[config.mk]
export PLATFORM = sky130hd
export DESIGN_NAME = mem_stage
export DESIGN_NICKNAME = d
export VERILOG_FILES = /design/src/rtl/mem_stage.sv
export SDC_FILE = /design/constraint.sdc
export NUM_CORES = 1
export LEC_CHECK = 0
export BUFFER_PORTS_ARGS = -buffer_cell sky130_fd_sc_hd__buf_2
export CAP_MARGIN = 40
export CORE_MARGIN = 3
export CORE_UTILIZATION = 40
export CTS_BUF_LIST = sky130_fd_sc_hd__clkbuf_2
export DETAILED_ROUTE_END_ITERATION = 8
export PLACE_DENSITY = 0.61
export SLEW_MARGIN = 20
export SYNTH_ARGS = -nofsm -noshare
export SYNTH_HDL_FRONTEND = slang
export SYNTH_SLANG_ARGS = --single-unit
[constraint.sdc]
create_clock -name clk_i -period 1.93 [get_ports clk_i]
set_input_delay 0 -clock clk_i [delete_from_list [all_inputs] [get_ports clk_i]]
set_output_delay 0 -clock clk_i [all_outputs]
set_load 0.05 [all_outputs]
[src/rtl/mem_stage.sv]
// Memory-access pipeline stage: EX/MEM bundle in, data-memory req/ready
// access with byte-lane steering and load extension, MEM/WB register out.
module mem_stage #(
    parameter int unsigned MAX_WAIT = 15
) (
    input  logic        clk_i,
    input  logic        reset_i,
    input  logic        valid_i,
    input  logic [31:0] pcsrc_i,
    input  logic [31:0] alu_result_i,
    input  logic [31:0] rs2_data_i,
    input  logic [31:0] offset_i,
    input  logic [1:0]  dmem_to_reg_i,
    input  logic        reg_write_i,
    input  logic [4:0]  rd_i,
    input  logic        mem_read_i,
    input  logic        mem_write_i,
    input  logic [2:0]  funct3_i,
    output logic        stall_o,
    output logic        dmem_req_o,
    output logic        dmem_we_o,
    output logic [31:0] dmem_addr_o,
    output logic [3:0]  dmem_be_o,
    output logic [31:0] dmem_wdata_o,
    input  logic [31:0] dmem_rdata_i,
    input  logic        dmem_ready_i,
    output logic        wb_valid_o,
    output logic        reg_write_o,
    output logic [4:0]  rd_o,
    output logic [1:0]  dmem_to_reg_o,
    output logic [31:0] pcsrc_o,
    output logic [31:0] alu_result_o,
    output logic [31:0] offset_o,
    output logic [31:0] mem_data_read_o,
    output logic        misalign_o,
    output logic        bus_err_o
);

    localparam int unsigned XLEN  = 32;
    localparam int unsigned CNT_W = 8;
    localparam logic [CNT_W-1:0] CNT_LAST = CNT_W'(MAX_WAIT - 1);

    typedef enum logic {
        IDLE = 1'b0,
        BUSY = 1'b1
    } state_t;

    state_t            state_q, state_d;
    logic [CNT_W-1:0]  cnt_q, cnt_d;

    // Outstanding request
    logic              req_q, req_d, we_q, we_d;
    logic [XLEN-1:0]   addr_q, addr_d, wdata_q, wdata_d;
    logic [3:0]        be_q, be_d;

    // Bundle captured while the access is in flight
    logic [XLEN-1:0]   lat_pc_q, lat_pc_d, lat_alu_q, lat_alu_d, lat_off_q, lat_off_d;
    logic [4:0]        lat_rd_q, lat_rd_d;
    logic              lat_rw_q, lat_rw_d;
    logic [1:0]        lat_d2r_q, lat_d2r_d;
    logic [2:0]        lat_f3_q, lat_f3_d;

    // MEM/WB register
    logic              wbv_q, wbv_d, rw_q, rw_d, mis_q, mis_d, berr_q, berr_d;
    logic [4:0]        rd_q, rd_d;
    logic [1:0]        d2r_q, d2r_d;
    logic [XLEN-1:0]   pc_q, pc_d, alu_q, alu_d, off_q, off_d, mdr_q, mdr_d;

    logic              mem_op_c, misalign_c;
    logic [3:0]        be_c;
    logic [XLEN-1:0]   wdata_c, load_c;
    logic [7:0]        ld_byte_c;
    logic [15:0]       ld_half_c;

    // Store-lane steering and alignment check for the incoming bundle
    always_comb begin
        mem_op_c   = mem_read_i | mem_write_i;
        be_c       = 4'b1111;
        wdata_c    = rs2_data_i;
        misalign_c = 1'b0;
        case (funct3_i[1:0])
            2'b00: begin
                be_c    = 4'b0001 << alu_result_i[1:0];
                wdata_c = {4{rs2_data_i[7:0]}};
            end
            2'b01: begin
                be_c       = alu_result_i[1] ? 4'b1100 : 4'b0011;
                wdata_c    = {2{rs2_data_i[15:0]}};
                misalign_c = alu_result_i[0];
            end
            2'b10:   misalign_c = |alu_result_i[1:0];
            default: misalign_c = 1'b1;
        endcase
    end

    // Load lane select and sign/zero extension using the latched address
    always_comb begin
        case (lat_alu_q[1:0])
            2'd0:    ld_byte_c = dmem_rdata_i[7:0];
            2'd1:    ld_byte_c = dmem_rdata_i[15:8];
            2'd2:    ld_byte_c = dmem_rdata_i[23:16];
            default: ld_byte_c = dmem_rdata_i[31:24];
        endcase
        ld_half_c = lat_alu_q[1] ? dmem_rdata_i[31:16] : dmem_rdata_i[15:0];
        case (lat_f3_q[1:0])
            2'b00:   load_c = lat_f3_q[2] ? {24'b0, ld_byte_c} : {{24{ld_byte_c[7]}}, ld_byte_c};
            2'b01:   load_c = lat_f3_q[2] ? {16'b0, ld_half_c} : {{16{ld_half_c[15]}}, ld_half_c};
            default: load_c = dmem_rdata_i;
        endcase
    end

    // Next-state, request and MEM/WB logic; MEM/WB defaults to a bubble
    always_comb begin
        state_d   = state_q;
        cnt_d     = cnt_q;
        req_d     = req_q;
        we_d      = we_q;
        addr_d    = addr_q;
        be_d      = be_q;
        wdata_d   = wdata_q;
        lat_pc_d  = lat_pc_q;
        lat_alu_d = lat_alu_q;
        lat_off_d = lat_off_q;
        lat_rd_d  = lat_rd_q;
        lat_rw_d  = lat_rw_q;
        lat_d2r_d = lat_d2r_q;
        lat_f3_d  = lat_f3_q;
        wbv_d     = 1'b0;
        rw_d      = 1'b0;
        mis_d     = 1'b0;
        berr_d    = 1'b0;
        rd_d      = '0;
        d2r_d     = '0;
        pc_d      = '0;
        alu_d     = '0;
        off_d     = '0;
        mdr_d     = '0;
        case (state_q)
            IDLE: begin
                if (valid_i && (!mem_op_c || misalign_c)) begin
                    wbv_d = 1'b1;
                    rw_d  = reg_write_i & ~mem_op_c;
                    mis_d = mem_op_c;
                    rd_d  = rd_i;
                    d2r_d = dmem_to_reg_i;
                    pc_d  = pcsrc_i;
                    alu_d = alu_result_i;
                    off_d = offset_i;
                end else if (valid_i) begin
                    state_d   = BUSY;
                    cnt_d     = '0;
                    req_d     = 1'b1;
                    we_d      = mem_write_i;
                    addr_d    = {alu_result_i[31:2], 2'b00};
                    be_d      = be_c;
                    wdata_d   = mem_write_i ? wdata_c : '0;
                    lat_pc_d  = pcsrc_i;
                    lat_alu_d = alu_result_i;
                    lat_off_d = offset_i;
                    lat_rd_d  = rd_i;
                    lat_rw_d  = reg_write_i;
                    lat_d2r_d = dmem_to_reg_i;
                    lat_f3_d  = funct3_i;
                end
            end
            BUSY: begin
                if (dmem_ready_i || cnt_q == CNT_LAST) begin
                    state_d = IDLE;
                    req_d   = 1'b0;
                    we_d    = 1'b0;
                    addr_d  = '0;
                    be_d    = '0;
                    wdata_d = '0;
                    wbv_d   = 1'b1;
                    rw_d    = lat_rw_q & dmem_ready_i;
                    berr_d  = ~dmem_ready_i;
                    rd_d    = lat_rd_q;
                    d2r_d   = lat_d2r_q;
                    pc_d    = lat_pc_q;
                    alu_d   = lat_alu_q;
                    off_d   = lat_off_q;
                    mdr_d   = (dmem_ready_i && !we_q) ? load_c : '0;
                end else begin
                    cnt_d = cnt_q + CNT_W'(1);
                end
            end
            default: state_d = IDLE;
        endcase
    end

    // State, request and pipeline registers
    always_ff @(posedge clk_i or negedge reset_i) begin
        if (!reset_i) begin
            state_q   <= IDLE;
            cnt_q     <= '0;
            req_q     <= 1'b0;
            we_q      <= 1'b0;
            addr_q    <= '0;
            be_q      <= '0;
            wdata_q   <= '0;
            lat_pc_q  <= '0;
            lat_alu_q <= '0;
            lat_off_q <= '0;
            lat_rd_q  <= '0;
            lat_rw_q  <= 1'b0;
            lat_d2r_q <= '0;
            lat_f3_q  <= '0;
            wbv_q     <= 1'b0;
            rw_q      <= 1'b0;
            mis_q     <= 1'b0;
            berr_q    <= 1'b0;
            rd_q      <= '0;
            d2r_q     <= '0;
            pc_q      <= '0;
            alu_q     <= '0;
            off_q     <= '0;
            mdr_q     <= '0;
        end else begin
            state_q   <= state_d;
            cnt_q     <= cnt_d;
            req_q     <= req_d;
            we_q      <= we_d;
            addr_q    <= addr_d;
            be_q      <= be_d;
            wdata_q   <= wdata_d;
            lat_pc_q  <= lat_pc_d;
            lat_alu_q <= lat_alu_d;
            lat_off_q <= lat_off_d;
            lat_rd_q  <= lat_rd_d;
            lat_rw_q  <= lat_rw_d;
            lat_d2r_q <= lat_d2r_d;
            lat_f3_q  <= lat_f3_d;
            wbv_q     <= wbv_d;
            rw_q      <= rw_d;
            mis_q     <= mis_d;
            berr_q    <= berr_d;
            rd_q      <= rd_d;
            d2r_q     <= d2r_d;
            pc_q      <= pc_d;
            alu_q     <= alu_d;
            off_q     <= off_d;
            mdr_q     <= mdr_d;
        end
    end

    assign stall_o         = (state_q == BUSY);
    assign dmem_req_o      = req_q;
    assign dmem_we_o       = we_q;
    assign dmem_addr_o     = addr_q;
    assign dmem_be_o       = be_q;
    assign dmem_wdata_o    = wdata_q;
    assign wb_valid_o      = wbv_q;
    assign reg_write_o     = rw_q;
    assign rd_o            = rd_q;
    assign dmem_to_reg_o   = d2r_q;
    assign pcsrc_o         = pc_q;
    assign alu_result_o    = alu_q;
    assign offset_o        = off_q;
    assign mem_data_read_o = mdr_q;
    assign misalign_o      = mis_q;
    assign bus_err_o       = berr_q;

endmodule

# Yosys cells after proc, flatten, opt, wreduce, memory -nomap -nowiden
# Index checks and enable logic that the tools add are counted.
# Widths: inputs -> output; s select.
dict set report classes {
  add_sub_neg 1
  mul 0
  n_div 0
  magnitude_cmp 0
  eq_ne 10
  shift 1
  n_mux 64
  bitwise 7
  reduce_logical 13
}
# cell count
set op_table {}
lappend op_table {{$mux 32} 17}
lappend op_table {{$pmux 32 s2} 7}
lappend op_table {{$mux 8} 3}
lappend op_table {{$pmux 8 s3} 1}
lappend op_table {{$mux 1} 16}
lappend op_table {{$mux 16} 1}
lappend op_table {{$mux 4} 4}
lappend op_table {{$pmux 4 s2} 2}
lappend op_table {{$pmux 8 s2} 1}
lappend op_table {{$mux 5} 2}
lappend op_table {{$pmux 1 s2} 5}
lappend op_table {{$pmux 5 s2} 1}
lappend op_table {{$reduce_and 3->1} 3}
lappend op_table {{$add 8x1->8 const B} 1}
lappend op_table {{$eq 8x4->1 const B} 1}
lappend op_table {{$eq 2x1->1 const B} 3}
lappend op_table {{$logic_not 2->1} 3}
lappend op_table {{$ne 2x2->1 const B} 3}
lappend op_table {{$eq 2x2->1 const B} 2}
lappend op_table {{$mux 2} 2}
lappend op_table {{$not 1->1} 4}
lappend op_table {{$pmux 2 s2} 1}
lappend op_table {{$shl 1x2->4 const A} 1}
lappend op_table {{$pmux 1 s3} 1}
lappend op_table {{7 further kinds} 11}
dict set report totals {
  register_bits 325
  latch_bits 0
  ram_bits 0
  rom_bits 0
  in_bits 177
  out_inout_bits 210
  mem_count 0
}

# Longest topological paths before layout
# Gate-level depths: netlist of the first run.
dict set report depth {
  depth_word 7
  ltp_mapped 9
  depth_no_buf 6
}

# Worst setup path before layout of the first run
# OpenSTA, ideal clock, no wires.
dict set report synth_timing {
  path_type {reg2reg}
  from {register state_q, in the netlist stall_o}
  to {register addr_q[23], in the netlist dmem_addr_o[23]}
  setup_ns 0.121
  arrival_ns 1.829
  t_required_ns 1.809
  path_slack_ns -0.020
  path_stages_with_launch 9
  path_buffers 4
  cell_sequence {dfrtp_1 buf_2 nor4b_2 a22o_1 buf_4 nor2_4 buf_6 buf_6 a22o_1}
}
dict set report synth_via {
  elab_chain_len 3
}
# element line_no
set synth_lines {}
lappend synth_lines {{start: declaration} 48} ;# state_t state_q, state_d;
lappend synth_lines {{start signal: assignment} 219} ;# state_q <= state_d;
lappend synth_lines {{$not 1->1 (no line)} -}
lappend synth_lines {{$ne 2x2->1 (no line)} -}
lappend synth_lines {{$reduce_and 3->1 (no line)} -}
lappend synth_lines {{end signal: assignment} 223} ;# addr_q <= addr_d;
lappend synth_lines {{end: declaration} 53} ;# logic [XLEN-1:0] addr_q, addr_d, wdata_q, wdata_d;
# Parallel ways exist; a longest one is shown, timed or not.
# A chain may end at the register's enable or synchronous reset.

# Worst setup path after layout of the first run
dict set report layout_timing {
  from {register cnt_q[1]}
  to {register off_q[20], in the netlist offset_o[20]}
}
dict set report layout_via {
  elab_chain_len 4
}
# element line_no
set layout_lines {}
lappend layout_lines {{start: declaration} 49} ;# logic [CNT_W-1:0] cnt_q, cnt_d;
lappend layout_lines {{start signal: assignment} 220} ;# cnt_q <= cnt_d;
lappend layout_lines {{$eq 8x4->1} 167} ;# if (dmem_ready_i || cnt_q == CNT_LAST) begin
lappend layout_lines {{$logic_or 1x1->1} 167}
lappend layout_lines {{$mux 32} 167}
lappend layout_lines {{$pmux 32 s2} 138} ;# case (state_q)
lappend layout_lines {{via off_d[20]} 67} ;# logic [XLEN-1:0] pc_q, pc_d, alu_q, alu_d, off_q, off_d, mdr_q, mdr_d;
lappend layout_lines {{end signal: assignment} 216} ;# off_q <= '0;
lappend layout_lines {{end signal: assignment} 241} ;# off_q <= off_d;
lappend layout_lines {{end: declaration} 67}
# The timed path passes the listed nets, and every way through them passes these cells.

==> flow_metrics.py, run 1 <==
metrics = {
    "pwr": {
        "pwr-share-seq_pct": 45.6,
        "clockPowerShare_pct": 24.5,
        "ir_worst_vdd_mv": 0.6549,
        "p_switching_mw": 6.932,
        "pwr_density_cell_mw_per_mm2": 956.0,
        "p_int_mw": 11.50,
        "leakage_nw": 10.32,
        "combPwrFrac_pct": 29.9,
        "swShare_pct": 37.61,
    },
    "global_routing": {
        "grt_pass1_wl_mm": 67.28,
        "grt.total_usage_pct": 24.83,
        "antenna_found_initial": 1,
        "grt_max_degree": 72,
        "overflow": 0,
        "grt_pass1_vias": 12540,
    },
    "floorplanning": {
        "core_mm2": 0.03091,
        "io_pins": 387,
        "fp.dieW_um": 184.2,
        "die_y_um": 184.2,
        "rows": 64,
        "dieArea_mm2": 0.03392,
        "start_util_pct": 41.08,
    },
    "logic_synthesis": {
        "syn_inst": 1118,
        "yosys_warnings": 0,
        "netlist_area_mm2": 0.01270,
        "synth-main-ff-cell": "dfrtp_1",
        "yosys-top-cells-area": "dfrtp_1 64%, nand2_1 11%, a22o_1 9.4%",
        "synth-async-reset-ratio_pct": 100.0,
        "synth_area_per_cell_um2": 11.36,
        "yosysTopAreaCell": "dfrtp_1",
        "ys_ff_latch": 323,
        "synth_edf_count": 0,
        "synth_top_area_share_pct": 63.65,
        "ys_types": 52,
        "ys_seq_area_share_pct": 63.65,
    },
    "worst_setup_path": {
        "cp_common_cell": "buf_4",
        "critPathTopFamily": "compound AO/OA/AOI/OAI gates",
        "crit_chain": "ha_1 > and4b_1 > a22o_4 > buf_4 > buf_4 > a22o_1",
        "cp_max_fo": 9,
        "critPathLaunchType": "flop",
        "worst_setup_path_end_kind": "flop",
        "worstSetupPathType": "reg2reg",
        "cp_data_required_time_ps": 2600,
        "critPathSlowestCell": "dfrtp_1",
        "path_buf_inv": 2,
        "max_stage_delay_ps": 420,
        "arrival_ps": 2530,
    },
    "route": {
        "ant_nets": 0,
        "avgViaCountPerCell": 5.122,
        "met3_length_mm": 3.345,
        "route.met2.wl_mm": 20.22,
        "drt_iter0_drc": 854,
        "drt-pass1-iter-count": 6,
        "num_vias": 11930,
        "drc": 0,
        "drt-total-wl_mm": 42.50,
        "routed.top_layer": "met4",
        "wl_met1_mm": 16.91,
        "wl_per_cell_um": 18.25,
    },
    "clock_tree": {
        "cts_sinks": 323,
        "cts_made_buffers": 83,
        "cts_tree": "done",
        "clk_pin_slew_ps": 100,
        "cts_buffer_depth": 3,
        "cts.htree.levels": 3,
        "cts-root-buf": "clkbuf_2",
        "insertion_delay_ps": 840,
    },
    "finish": {
        "layout_common_cells": "383 x buf_2, 370 x nand2_1, 326 x dlygate4sd3_1, 322 x dfrtp_1, 136 x a22o_1",
        "area_growth_pct": 51.85,
        "fillers": 2443,
        "nets": 2058,
        "final_common_cell": "buf_2",
        "layout-drive-gt1-share_pct": 30.76,
    },
    "timing": {
        "grt_setup_unrepaired": "no",
        "hold_viol": 0,
        "setup_viol": 0,
        "skew_ps": 74.05,
        "relSlewSlack_pct": 62.04,
        "tns_ps": 0,
        "fin_crit_sh_pct": 96.49,
        "period_needed_ps": 1862,
        "tightest_slew_ps": 566.9,
        "fmax_mhz": 537.0,
        "slew_violations": 0,
        "whs_ps": 107.9,
    },
    "run": {
        "cap_violations": 0,
    },
    "status": {
        "outcome": "completed",
    },
    "place": {
        "routabilityCongestion": 0.8675,
        "dp_hpwl_mm": 25.02,
        "port_buffers": 384,
    },
    "worst_hold_path": {
        "hold_path.class": "in2reg",
    },
}
[state kept, by name (all words and copies together), names as in the netlist, 3 cells and up]
name / cells
dmem_addr_o: 30
lat_alu_q: 32
lat_f3_q: 3
pcsrc_o: 32
dmem_wdata_o: 32
alu_result_o: 32
lat_rd_q: 5
dmem_be_o: 4
mem_data_read_o: 32
cnt_q: 8
lat_off_q: 32
rd_o: 5
lat_pc_q: 32
offset_o: 32
[Yosys cell counts (5+ instances only)]
master / count
dfrtp_1: 323
buf_6: 11
o21ai_0: 21
clkbuf_1: 25
a211oi_1: 7
o31ai_1: 5
buf_4: 6
buf_2: 39
a32o_1: 29
nand3_1: 9
nor2_1: 14
o22ai_1: 13
mux2_2: 21
nand2_1: 370
mux2i_1: 11
a22o_1: 137
a21oi_1: 15
[layer usage]
metal  up-vias  GRT usage [%]
li1       5439              -
met1      5724          31.04
met2       600          39.87
met3       165          6.848
met4         0          12.46
met5         -              0
[power by group through the flow]
stage | registers, mW | logic, mW | clock network [mW]
global placement | 8.48 | 4.80 | 0
detailed placement | 8.51 | 4.87 | 0
floorplan | 10.2 | 1.60 | 0
global route | 8.54 | 5.87 | 5.08
finish | 8.40 | 5.51 | 4.53
CTS | 8.39 | 5.41 | 4.67
[cells by family (layout without fill, tap and decap cells)]
kind of cell / after synthesis / count (layout) / share of synthesized area [%]
XOR/XNOR: 4 / 4 / 0.2759
buffers and inverters: 87 / 899 / 3.784
flip-flops: 323 / 323 / 63.65
adder cells (fa/ha/maj): 2 / 2 / 0.1970
multiplexers: 33 / 33 / 2.907
other: 1 / 4 / 0.02953
AO/OA/AOI/OAI: 243 / 243 / 15.53
AND/OR/NAND/NOR: 425 / 425 / 13.63
[stage by stage]
stage / cells / setup WS, ps / util (%) / total power [mW] / cell area, um^2
after detailed placement: 1858 / 61.69 / 49.14 / 13.38 / 15190
after CTS: 2322 / 66.98 / 62.08 / 18.47 / 19190
after global placement: 1858 / 129.2 / 49.14 / 13.29 / 15190
after global routing: 2329 / 13.82 / 62.38 / 19.49 / 19280
final: 2329 / 67.67 / 62.38 / 18.43 / 19280
after floorplan: 1119 / 120.9 / - / 11.81 / 12700
[area by class of cell]
class                      instances  area, um^2  share of cell area (%)
antenna                            2       5.005                 0.02596
tap                              396       495.5                   2.570
clock inverter                    15       100.1                  0.5191
multi-input combinational        709        4159                   21.57
timing repair buffer             758        5813                   30.15
inverter                           4       15.01                 0.07787
sequential                       323        8084                   41.92
clock buffer                     122       610.6                   3.167
[worst min-delay path, cell delays in order]
cell and delay, ps:
dlygate4sd3_1 560, buf_2 180, nand3_1 70, nand2_1 40
[timing repair]
| action | 4_1_cts | 5_1_grt |
|---|---|---|
| setup endpoints to repair | 0 | 47 |
| buffers inserted | 0 | 4 |
| gates resized for setup | 0 | 2 |
| endpoints found under the hold margin | 646 | 0 |
| hold buffers | 327 | 0 |
[worst paths after layout]
kind | startpoint | endpoint | slack [ps] | cells after the start
worst max register to register | cnt_q[1] | offset_o[20] | 70 | 6
max in group asynchronous | reset_i | pcsrc_o[15] | 1080 | 4
min in group asynchronous | reset_i | pcsrc_o[27] | 370 | 4
worst min-delay path | dmem_ready_i | reg_write_o | 110 | 4
worst min register to register | lat_off_q[29] | offset_o[29] | 440 | 1
worst max-delay path | cnt_q[1] | offset_o[20] | 70 | 6
(Power assumes the default switching activity.)
==> run 2: changes to the inputs <==
--- a/config.mk
+++ b/config.mk
@@ -7,11 +7,13 @@
 export LEC_CHECK = 0
 export BUFFER_PORTS_ARGS = -buffer_cell sky130_fd_sc_hd__buf_2
 export CAP_MARGIN = 40
+export CORE_ASPECT_RATIO = 0.7
 export CORE_MARGIN = 3
 export CORE_UTILIZATION = 40
 export CTS_BUF_LIST = sky130_fd_sc_hd__clkbuf_2
 export DETAILED_ROUTE_END_ITERATION = 8
-export PLACE_DENSITY = 0.61
+export PLACE_DENSITY = 0.63
+export RECOVER_POWER = 25
 export SLEW_MARGIN = 20
 export SYNTH_ARGS = -nofsm -noshare
 export SYNTH_HDL_FRONTEND = slang
==> constraint.sdc (replaced) <==
create_clock -name clk_i -period 1.6 [get_ports clk_i]
set_input_delay 0 -clock clk_i [delete_from_list [all_inputs] [get_ports clk_i]]
set_output_delay 0 -clock clk_i [all_outputs]
set_load 0.05 [all_outputs]
==> run 2 against run 1 <==
The flow now finishes with violations (negative setup slack). Sequential share of layout area is 6.0 points lower. Count of clock-buffer cells in the layout is 9 lower. Global-route usage is 4.0 points higher. Register-to-register slack worse by 280 ps. Fmax is 2.7% higher. Die area hardly changed. Via count is 12% higher. Total power is 36% higher. Sequential power is 24% higher.
==> flow_metrics.py, run 2 (synthesis results as in run 1) <==
metrics = {
    "route": {
        "drc": 0,
        "avgViaCountPerCell": 5.383,
        "num_vias": 13380,
        "drt-pass1-iter-count": 8,
        "drt-total-wl_mm": 54.30,
        "ant_nets": 0,
        "wl_per_cell_um": 21.84,
        "drt_iter0_drc": 1215,
    },
    "timing": {
        "relSlewSlack_pct": 52.77,
        "setup_ws_ps": -213.3,
        "setup_viol": 496,
        "fmax_mhz": 551.5,
        "skew_ps": 79.59,
        "whs_ps": 143.4,
        "period_needed_ps": 1813,
        "fin_crit_sh_pct": 113.3,
        "hold_viol": 0,
        "grt_setup_unrepaired": "yes",
        "tightest_slew_ps": 708.5,
        "slew_violations": 0,
    },
    "worst_setup_path": {
        "worstSetupPathType": "reg2reg",
        "max_stage_delay_ps": 570,
        "cp_data_required_time_ps": 2410,
        "critPathSlowestCell": "mux4_2",
        "cp_max_fo": 8,
        "arrival_ps": 2630,
        "crit_chain": "mux4_2 > nor3b_4 > buf_12 > buf_4 > a21oi_2 > a21oi_1",
        "worst_setup_path_end_kind": "flop",
        "critPathLaunchType": "flop",
    },
    "clock_tree": {
        "cts.htree.levels": 3,
        "cts_tree": "done",
        "cts_made_buffers": 81,
        "clk_pin_slew_ps": 110,
        "cts_sinks": 323,
        "cts_buffer_depth": 3,
        "cts-root-buf": "clkbuf_2",
        "insertion_delay_ps": 980,
    },
    "floorplanning": {
        "die_y_um": 155.1,
        "fp.dieW_um": 219.0,
        "io_pins": 387,
        "dieArea_mm2": 0.03395,
        "start_util_pct": 41.45,
        "core_mm2": 0.03064,
        "rows": 53,
    },
    "place": {
        "routabilityCongestion": 0.8680,
        "port_buffers": 384,
        "dp_hpwl_mm": 26.33,
    },
    "global_routing": {
        "grt_max_degree": 74,
        "antenna_found_initial": 2,
        "grt.total_usage_pct": 28.83,
        "grt_pass1_wl_mm": 76.86,
        "overflow": 0,
        "grt_pass1_vias": 13810,
    },
    "pwr": {
        "pwr_density_cell_mw_per_mm2": 1116,
        "leakage_nw": 11.44,
        "power.total_mw": 25.13,
        "ir_worst_vdd_mv": 0.8656,
    },
    "finish": {
        "final_common_cell": "nand2_1",
        "layout-drive-gt1-share_pct": 34.65,
        "nets": 2188,
        "area_growth_pct": 77.28,
        "layout_common_cells": "369 x nand2_1, 357 x dlygate4sd3_1, 321 x dfrtp_1, 217 x buf_6, 175 x buf_2",
    },
    "status": {
        "outcome": "finished with violations",
        "violations": "negative setup slack",
    },
    "run": {
        "cap_violations": 0,
    },
    "worst_hold_path": {
        "hold_path.class": "in2reg",
    },
}
[run 2: cell types whose count changed in the layout (fill, tap and decap cells not counted), moves of 13 or more]
cell / before / now
buf_2: 383 / 175
buf_6: 2 / 217
clkinv_1: 10 / 25
clkbuf_16: 1 / 14
buf_4: 27 / 84
dlygate4sd3_1: 326 / 357
[run 2: metrics by stage]
| step | util (%) | cell area, um^2 | std cells | setup slack, ps | setup TNS, ps |
|---|---|---|---|---|---|
| after floorplan | - | 12820 | 1119 | -121.2 | -10810 |
| after global placement | 50.60 | 15500 | 1902 | -91.53 | -5919 |
| after detailed placement | 50.60 | 15500 | 1902 | -111.8 | -8935 |
| after CTS | 69.50 | 21290 | 2434 | -221.3 | -38610 |
| after global routing | 73.48 | 22510 | 2486 | -249.6 | -76410 |
| final | 73.48 | 22510 | 2486 | -213.3 | -40170 |
[run 2: power breakdown]
part	internal (mW)	switching (mW)	leakage (nW)	total, mW
combinational	3.79	4.99	6.66	8.78
sequential	9.45	0.909	4.22	10.4
clock	2.28	3.71	0.564	5.99
[run 2: worst paths after layout]
kind	to	slack (ps)	depth (start not counted)	from
setup / recovery	mem_data_read_o[13]	-210	6	lat_alu_q[1]
hold / removal	dmem_wdata_o[27]	140	5	rs2_data_i[3]
hold reg to reg	offset_o[12]	460	1	lat_off_q[12]
setup reg to reg	mem_data_read_o[13]	-210	6	lat_alu_q[1]
max in group asynchronous	lat_alu_q[26]	-170	6	reset_i
min in group asynchronous	mem_data_read_o[26]	840	5	reset_i
[run 2: area by class of cell]
class | instances | area, um^2
multi-input combinational | 709 | 4347
sequential | 323 | 8085
inverter | 4 | 15.01
antenna | 2 | 5.005
timing repair buffer | 890 | 8775
fill | 1894 | 8125
clock buffer | 113 | 565.5
clock inverter | 33 | 203.9
tap | 412 | 515.5
[run 2: worst max-delay path: cells and delay by family, from the launching register on]
family,cells,cell delay (ps)
flops,1,420
simple gates,1,190
compound gates,2,200
mux,1,570
buf+inv,2,300
[run 2: per-layer routing]
metal | vias to the layer above | wire [um] | track usage [%]
li1 | 5729 | - | -
met1 | 6571 | 20810 | 36.59
met2 | 862 | 26040 | 46.94
met3 | 220 | 4946 | 7.907
met4 | 0 | 2511 | 11.96
met5 | - | 0 | 0
[run 2: timing repair]
action                                  CTS  global route
cloned                                    8            20
buffers inserted                         20            34
gates resized for setup                 325           228
pin swaps                                 4            21
hold endpoints to repair                646             0
hold buffers                            358             0
endpoints found under the setup margin  481           509
